### src/rtl/led_pkg.sv
// Shared definitions for the LED breathing stage: phase encodings and default sizing.
package led_pkg;

    localparam int unsigned DEF_PWM_BITS   = 8;
    localparam int unsigned DEF_HOLD_STEPS = 16;
    localparam int unsigned HOLD_W         = 16;

    typedef enum logic [2:0] {
        PH_IDLE    = 3'd0,
        PH_UP      = 3'd1,
        PH_HOLD_HI = 3'd2,
        PH_DOWN    = 3'd3,
        PH_HOLD_LO = 3'd4
    } phase_t;

endpackage

### src/rtl/led_breather_pwm_gen.sv
// Free-running PWM counter with a registered comparator output; idles cleared when inactive.
module pwm_gen
    import led_pkg::*;
#(
    parameter int unsigned PWM_BITS = DEF_PWM_BITS
) (
    input  logic                clk_25mhz,
    input  logic                rst_n,
    input  logic                active,
    input  logic [PWM_BITS-1:0] duty,
    output logic                led
);

    logic [PWM_BITS-1:0] pwm_cnt;

    always_ff @(posedge clk_25mhz or negedge rst_n) begin
        if (!rst_n) begin
            pwm_cnt <= '0;
            led     <= 1'b0;
        end else if (!active) begin
            pwm_cnt <= '0;
            led     <= 1'b0;
        end else begin
            pwm_cnt <= pwm_cnt + PWM_BITS'(1);
            led     <= (pwm_cnt < duty);
        end
    end

endmodule

### src/rtl/led_breather.sv
// Triangle-ramp breathing pattern driven by a slow step strobe, with dwell at both extremes.
module led_breather
    import led_pkg::*;
#(
    parameter int unsigned PWM_BITS   = DEF_PWM_BITS,
    parameter int unsigned HOLD_STEPS = DEF_HOLD_STEPS
) (
    input  logic                clk_25mhz,
    input  logic                rst_n,
    input  logic                en,
    input  logic                step_tick,
    output logic                led,
    output logic [PWM_BITS-1:0] duty,
    output logic [2:0]          phase,
    output logic                cycle_done
);

    localparam logic [PWM_BITS-1:0] DUTY_MAX  = '1;
    localparam logic [HOLD_W-1:0]   HOLD_LAST = HOLD_W'(HOLD_STEPS - 1);

    phase_t              state, state_n;
    logic [PWM_BITS-1:0] duty_q, duty_n;
    logic [HOLD_W-1:0]   hold_cnt, hold_n;
    logic                done_q, done_n;

    always_ff @(posedge clk_25mhz or negedge rst_n) begin
        if (!rst_n) begin
            state    <= PH_IDLE;
            duty_q   <= '0;
            hold_cnt <= '0;
            done_q   <= 1'b0;
        end else begin
            state    <= state_n;
            duty_q   <= duty_n;
            hold_cnt <= hold_n;
            done_q   <= done_n;
        end
    end

    // en=0 overrides everything, including a coincident step_tick.
    always_comb begin
        state_n = state;
        duty_n  = duty_q;
        hold_n  = hold_cnt;
        done_n  = 1'b0;
        if (!en) begin
            state_n = PH_IDLE;
            duty_n  = '0;
            hold_n  = '0;
        end else begin
            case (state)
                PH_IDLE: begin
                    state_n = PH_UP;
                    duty_n  = '0;
                    hold_n  = '0;
                end
                PH_UP: if (step_tick) begin
                    if (duty_q == DUTY_MAX) begin
                        state_n = PH_HOLD_HI;
                        hold_n  = '0;
                    end else begin
                        duty_n = duty_q + PWM_BITS'(1);
                    end
                end
                PH_HOLD_HI: if (step_tick) begin
                    hold_n = hold_cnt + HOLD_W'(1);
                    if (hold_cnt == HOLD_LAST) begin
                        state_n = PH_DOWN;
                    end
                end
                PH_DOWN: if (step_tick) begin
                    if (duty_q == '0) begin
                        state_n = PH_HOLD_LO;
                        hold_n  = '0;
                    end else begin
                        duty_n = duty_q - PWM_BITS'(1);
                    end
                end
                PH_HOLD_LO: if (step_tick) begin
                    hold_n = hold_cnt + HOLD_W'(1);
                    if (hold_cnt == HOLD_LAST) begin
                        state_n = PH_UP;
                        done_n  = 1'b1;
                    end
                end
                default: begin
                    state_n = PH_IDLE;
                    duty_n  = '0;
                    hold_n  = '0;
                end
            endcase
        end
    end

    always_comb begin
        phase      = state;
        duty       = duty_q;
        cycle_done = done_q;
    end

    pwm_gen #(
        .PWM_BITS (PWM_BITS)
    ) u_pwm (
        .clk_25mhz (clk_25mhz),
        .rst_n     (rst_n),
        .active    (state != PH_IDLE),
        .duty      (duty_q),
        .led       (led)
    );

endmodule

### config.mk
export PLATFORM = sky130hd
export DESIGN_NAME = led_breather
export DESIGN_NICKNAME = d
export VERILOG_FILES = /design/src/rtl/led_pkg.sv /design/src/rtl/led_breather_pwm_gen.sv /design/src/rtl/led_breather.sv
export SDC_FILE = /design/constraint.sdc
export NUM_CORES = 1
export LEC_CHECK = 0
export CAP_MARGIN = 0
export CORE_MARGIN = 2
export CORE_UTILIZATION = 40
export DETAILED_ROUTE_END_ITERATION = 6
export PLACE_DENSITY = 0.68
export SLEW_MARGIN = 0
export SYNTH_ARGS = -nofsm -noshare
export SYNTH_HDL_FRONTEND = slang
export SYNTH_SLANG_ARGS = --single-unit
export TNS_END_PERCENT = 30
### constraint.sdc
create_clock -name clk_25mhz -period 2.6 [get_ports clk_25mhz]
set_clock_uncertainty 0.05 [all_clocks]
set_input_delay 0.52 -clock clk_25mhz [delete_from_list [all_inputs] [get_ports clk_25mhz]]
set_output_delay 0.52 -clock clk_25mhz [all_outputs]
set_load 0.01 [all_outputs]
==> impl_metrics.yaml, run 1 <==
sta:
  drv_slew: 0
  setup_viol: 0
  fin_crit_ns: 2.46
  fin_setup_tns_ns: 0
  fmax_mhz: 406
  rsz0062_at_grt: "false"
  tightest_slew_ns: 0.813
  finalHoldViolCount: 0
  maxSlewHeadroom_pct: 45.8
  period_share_pct: 94.8
clocking:
  cts_sinks: 37
  clk_latency_ns: 0.29
  cts_hold_buf: 0
  clockRootBuffer: "clkbuf_8"
  h-tree-depth: 2
  cts_tree: "yes"
  cts_buffers: 5
  cts.repair.resized: 0
  clockBufferDepth: 2
  clkSlewWorstSetupHoldPaths_ns: 0.07
  post_cts.repair.setup_buffers: 0
logic_synthesis:
  ys_top_cells_by_count: "dfrtp_1 (37), o21ai_0 (28), nand2_1 (25)"
  synth_seq_cells: 37
  netlist_area_um2: 2310
  synth_edf_count: 0
  synth.avg_cell_area_um2: 8.92
  yosys.area.top_type: "dfrtp_1"
  yosysTopAreaCellShare_pct: 40.1
  ys_seq_area_share_pct: 40.1
  synth_cells: 259
  synth-main-ff-cell: "dfrtp_1"
  synth_area_leaders: "dfrtp_1 (40%), ha_1 (8.1%), o21ai_0 (6.1%)"
  syn_nets: 279
  ys_warn_count: 0
  synth_cell_type_count: 45
  synthArstFlopShare_pct: 100
  yosysMostFrequentCell: "dfrtp_1"
floorplanning:
  initial_core_util_pct: 41.7
  rows: 27
  die_area_um2: 6400
  dieWidth_um: 80.0
  die_h_um: 80.0
  core_area_um2: 5540
  io_pins: 17
worst_setup_path:
  crit_type: "reg2reg"
  end_kind: "register"
  cp_data_arrival_time_ns: 2.59
  r2r-start: "duty[2]$_DFFE_PN0P_"
  critPathRequiredTime_ns: 2.73
  r2r_cells: 5
  crit_path_max_fanout: 9
  critical_path.startpoint_type: "register"
  crit_start: "duty[2]$_DFFE_PN0P_"
drt:
  vias: 2027
  first_iter_violations: 147
  drc: 0
  wl_um: 5290
  ant_nets: 0
  viasPerCell: 5.60
  drtPass1Iterations: 4
  wl_per_cell_um: 14.6
grt:
  gr-total-overflow: 0
  grt_first_pass_wirelength_um: 9130
  grt_pass1_vias: 1977
  grtUsageTotal_pct: 18.1
  antenna_found_initial: 0
  grt_max_degree: 38
pwr:
  p_leak_uw: 0.00121
  powerDensity_nw_per_um2: 500
  ir_worst_vdd_mv: 0.361
  power.total_uw: 1370
finish:
  nFillCells: 534
  utilization_pct: 49.4
  antenna_cells: 0
  area_growth_pct: 18.5
  drive_above_1_share_pct: 11.0
  layout.nets: 309
place:
  place_congestion: 0.862
  portBuffers: 16
  dp_hpwl_um: 3740
outcome:
  status: "completed"
hold_path:
  hold_class: "in2async"
run:
  cap_violations: 0
[metrics by stage]
step / setup WS (ns) / area, µm² / hold slack (ns) / std cells
final: 0.136 / 2740 / 0.264 / 362
after global routing: 0.0367 / 2740 / 0.351 / 362
after CTS: 0.147 / 2730 / 0.298 / 362
after detailed placement: 0.165 / 2630 / 0.442 / 354
after global placement: 0.192 / 2630 / 0.437 / 354
after floorplan: 0.00456 / 2310 / 0.174 / 259
[kinds of logic (layout without fill, tap and decap cells)]
group,after synthesis,after routing,synth area share [%]
AO/OA/AOI/OAI,70,70,19.2
XOR/XNOR,13,13,4.93
adder cells (fa/ha/maj),16,16,8.99
buffers and inverters,20,51,3.68
flip-flops,37,37,40.1
multiplexers,1,1,0.488
AND/OR/NAND/NOR,102,102,22.6
[placed cells by master (no fill, tap or decap), types with 9 or more instances in the layout]
cell type and n:
ha_1 15, nand4_1 9, nor2_1 18, clkdlybuf4s50_1 15
dfrtp_1 37, nand3_1 15, buf_4 15, inv_1 12
a21oi_1 12, o21ai_0 28, nand2_1 25
[report_power, final]
part	internal (µW)	leakage [µW]	total, µW	switching, µW
sequential	600	0.000513	625	25.0
combinational	127	0.000644	295	169
clock	240	0.0000542	448	208
[routing by layer]
metal / vias to the layer above / wire, µm / part of all wire (%) / track usage (%)
li1: 1007 / - / - / -
met1: 976 / 2590 / 49 / 24.1
met2: 33 / 2420 / 46 / 28.5
met3: 11 / 180 / 3.4 / 4.07
met4: 0 / 98 / 1.9 / 6.61
met5: - / 0 / 0 / 0
[registers in the layout, indices dropped and copies added, names as in the netlist]
name / flops
cycle_done: 1
duty: 8
hold_cnt: 16
phase: 3
u_pwm.led: 1
u_pwm.pwm_cnt: 8
[area by class of cell]
cell class,instances,area (µm²),area share (%)
multi-input combinational,202,1310,47.8
timing repair buffer,31,268,9.78
clock inverter,1,5.00,0.183
tap,72,90.1,3.29
inverter,12,45.0,1.65
sequential,37,926,33.8
clock buffer,7,96.3,3.52
[path summary, 6_finish.rpt]
check / end / slack, ns
min in group clk_25mhz: hold_cnt[15]$_DFFE_PN0P_ / 0.46
max in group asynchronous: duty[0]$_DFFE_PN0P_ / 1.71
hold reg to reg: hold_cnt[15]$_DFFE_PN0P_ / 0.46
setup / recovery: hold_cnt[6]$_DFFE_PN0P_ / 0.14
hold / removal: hold_cnt[4]$_DFFE_PN0P_ / 0.26
setup reg to reg: hold_cnt[6]$_DFFE_PN0P_ / 0.14
[critical path: stages (launching register included)]
cell,delay [ns]
dfrtp_1,0.45
or4_1,0.59
or3_4,0.38
a31oi_4,0.33
nand2_1,0.18
o41ai_1,0.38
No activity file was read; power rests on OpenSTA's default activity.
==> inputs of run 2 (changes only) <==
--- a/config.mk
+++ b/config.mk
@@ -5,6 +5,7 @@
 export SDC_FILE = /design/constraint.sdc
 export NUM_CORES = 1
 export LEC_CHECK = 0
+export ABC_CLOCK_PERIOD_IN_PS = 2600
 export CAP_MARGIN = 0
 export CORE_MARGIN = 2
 export CORE_UTILIZATION = 40
==> results of run 2 <==
The final DEF is identical to that of run 1; final timing and power are the same.
==> inputs of run 3 (changes only) <==
--- a/config.mk
+++ b/config.mk
@@ -10,6 +10,8 @@
 export CORE_MARGIN = 2
 export CORE_UTILIZATION = 40
 export DETAILED_ROUTE_END_ITERATION = 6
+export GPL_TIMING_DRIVEN = 0
+export HOLD_SLACK_MARGIN = 0.12
 export PLACE_DENSITY = 0.68
 export SLEW_MARGIN = 0
 export SYNTH_ARGS = -nofsm -noshare
==> run 3 against run 2 <==
Compared with the run above: highest routed layer unchanged; largest cell class unchanged; critical path depth rose by 2; core utilization fell by 0.47 points; worst setup slack got worse by 0.011 ns; sequential cell count did not move; critical path type unchanged; sequential power rose by 3.8%; worst hold slack improved by 0.0060 ns; first-iteration DRC count fell by 31%.
==> impl_metrics.yaml, run 3 (same netlist as run 1, synthesis figures left out) <==
sta:
  maxSlewHeadroom_pct: 26.3
  period_share_pct: 95.2
  rsz0062_at_grt: "false"
  setup_viol: 0
  tightest_slew_ns: 1.10
  fin_crit_ns: 2.47
  fmax_mhz: 404
  drv_slew: 0
  final.setup.worst_slack_ns: 0.125
  fin_setup_tns_ns: 0
  finalHoldViolCount: 0
worst_setup_path:
  reg2reg_to: "hold_cnt[3]$_DFFE_PN0P_"
  end_kind: "register"
  critical_path.startpoint_type: "register"
  r2r_slack_ns: 0.13
  cp_data_arrival_time_ns: 2.60
  critPathRequiredTime_ns: 2.73
  critPathSlowestCell: "or4_1"
  r2r-start: "duty[0]$_DFFE_PN0P_"
  cpPeakStageDelay_ns: 0.55
  r2r_cells: 7
  crit_type: "reg2reg"
  crit_path_max_fanout: 10
  path_cells: "or4_1 -> or3_4 -> a31o_1 -> buf_2 -> o21a_1 -> o21ai_0 -> o31ai_1"
drt:
  wl_per_cell_um: 14.7
  first_iter_violations: 102
  drc: 0
  viasPerCell: 5.68
  vias: 2032
  ant_nets: 0
  wl_um: 5270
  drtPass1Iterations: 4
clocking:
  cts_buffers: 5
  cts_sinks: 37
  clk_latency_ns: 0.30
  clockRootBuffer: "clkbuf_8"
  clockBufferDepth: 2
  cts_hold_buf: 0
  clkSlewWorstSetupHoldPaths_ns: 0.08
  cts_tree: "yes"
  h-tree-depth: 2
finish:
  stdcell_area_um2: 2710
  largest_register: "hold_cnt"
  largest_reg_flops: 16
  final_cell_mix: "dfrtp_1 (33), o21ai_0 (28), nand2_1 (25), nor2_1 (18)"
  layout.nets: 305
  finalNonFillerCells: 358
  antenna_cells: 0
  final_common_cell: "dfrtp_1"
  drive_above_1_share_pct: 11.2
  area_growth_pct: 17.4
pwr:
  p_leak_uw: 0.00118
  ir_worst_vdd_mv: 0.209
  powerDensity_nw_per_um2: 499
  share_comb_of_total_power_pct: 18.4
  clkPwrFrac_pct: 33.7
  p_int_uw: 948
  power.switching_uw: 405
  switching_share_pct: 29.9
  power.total_uw: 1350
  seqPwrFrac_pct: 47.9
floorplanning:
  rows: 27
  die_area_um2: 6400
  die_h_um: 80.0
  dieWidth_um: 80.0
  core_area_um2: 5540
  initial_core_util_pct: 41.7
  io_pins: 17
outcome:
  status: "completed"
place:
  dp_slack_ns: -0.243
  placed_cells: 347
  dp_hpwl_um: 3650
  place_congestion: 0.793
  portBuffers: 16
  placed_cell_area_um2: 2560
grt:
  grt_max_degree: 38
  grt_pass1_vias: 1905
  grt_first_pass_wirelength_um: 8850
  gr-total-overflow: 0
  antenna_found_initial: 0
  grtUsageTotal_pct: 17.7
run:
  cap_violations: 0
hold_path:
  hold_class: "in2async"
## run 3: changes by cell type in the layout (fill, tap and decap cells not counted), sizes merged
cell and change:
clkbuf +2, buf -6
## run 3: through the flow
step / hold slack (ns) / utilization (%)
6_report: 0.270 / 48.9
5_1_grt: 0.344 / 48.9
4_1_cts: 0.292 / 48.0
2_1_floorplan: 0.174 / -
3_3_place_gp: 0.438 / 46.2
3_5_place_dp: 0.470 / 46.1
## run 3: cell type report
| class | count | area [µm²] |
|---|---|---|
| clock buffers | 7 | 96.3 |
| multi-input cells | 202 | 1320 |
| plain buffers | 5 | 28.8 |
| well taps | 72 | 90.1 |
| repair buffers | 22 | 200 |
| clock inverters | 1 | 5.00 |
| inverters | 12 | 45.0 |
| fillers | 542 | 2830 |
| flip-flops and latches | 37 | 931 |
## run 3: worst max-delay path by stage
stage	end	from	depth (start not counted)
after detailed placement	duty[7]$_DFFE_PN0P_	phase[1]$_DFFE_PN0P_	9
final	hold_cnt[3]$_DFFE_PN0P_	duty[0]$_DFFE_PN0P_	7
after floorplan	duty[7]$_DFFE_PN0P_	phase[2]$_DFFE_PN0P_	10
after global placement	duty[7]$_DFFE_PN0P_	phase[1]$_DFFE_PN0P_	9
after global routing	hold_cnt[5]$_DFFE_PN0P_	duty[0]$_DFFE_PN0P_	7
after CTS	duty[7]$_DFFE_PN0P_	phase[2]$_DFFE_PN0P_	9
## run 3: timing repair
action / 4_1_cts / 5_1_grt
resized for setup: 4 / 4
pin swaps: 0 / 4
endpoints found under the hold margin: 0 / 0
buffers inserted: 0 / 6
endpoints found under the setup margin: 1 / 4
gates cloned: 0 / 0
## run 3: worst max-delay path: cells and delay by family, from the launching register on
family,cells,cell delay (ns)
buffers and inverters,1,0.18
AND/OR/NAND/NOR,2,0.96
flip-flops,1,0.48
AO/OA/AOI/OAI,4,0.68
## run 3: metal layers
layer	GRT usage, %	routed length (µm)	up-vias
li1	-	-	998
met1	22.3	2390	992
met2	29.3	2640	35
met3	4.75	174	7
met4	5.93	68	0
met5	0	0	-
## run 3: power groups by stage
stage	sequential (µW)	combinational, µW	clock (µW)
2_1_floorplan	642	163	0
3_3_place_gp	646	261	0
3_5_place_dp	645	264	0
4_1_cts	645	251	472
5_1_grt	656	283	505
6_report	649	249	456
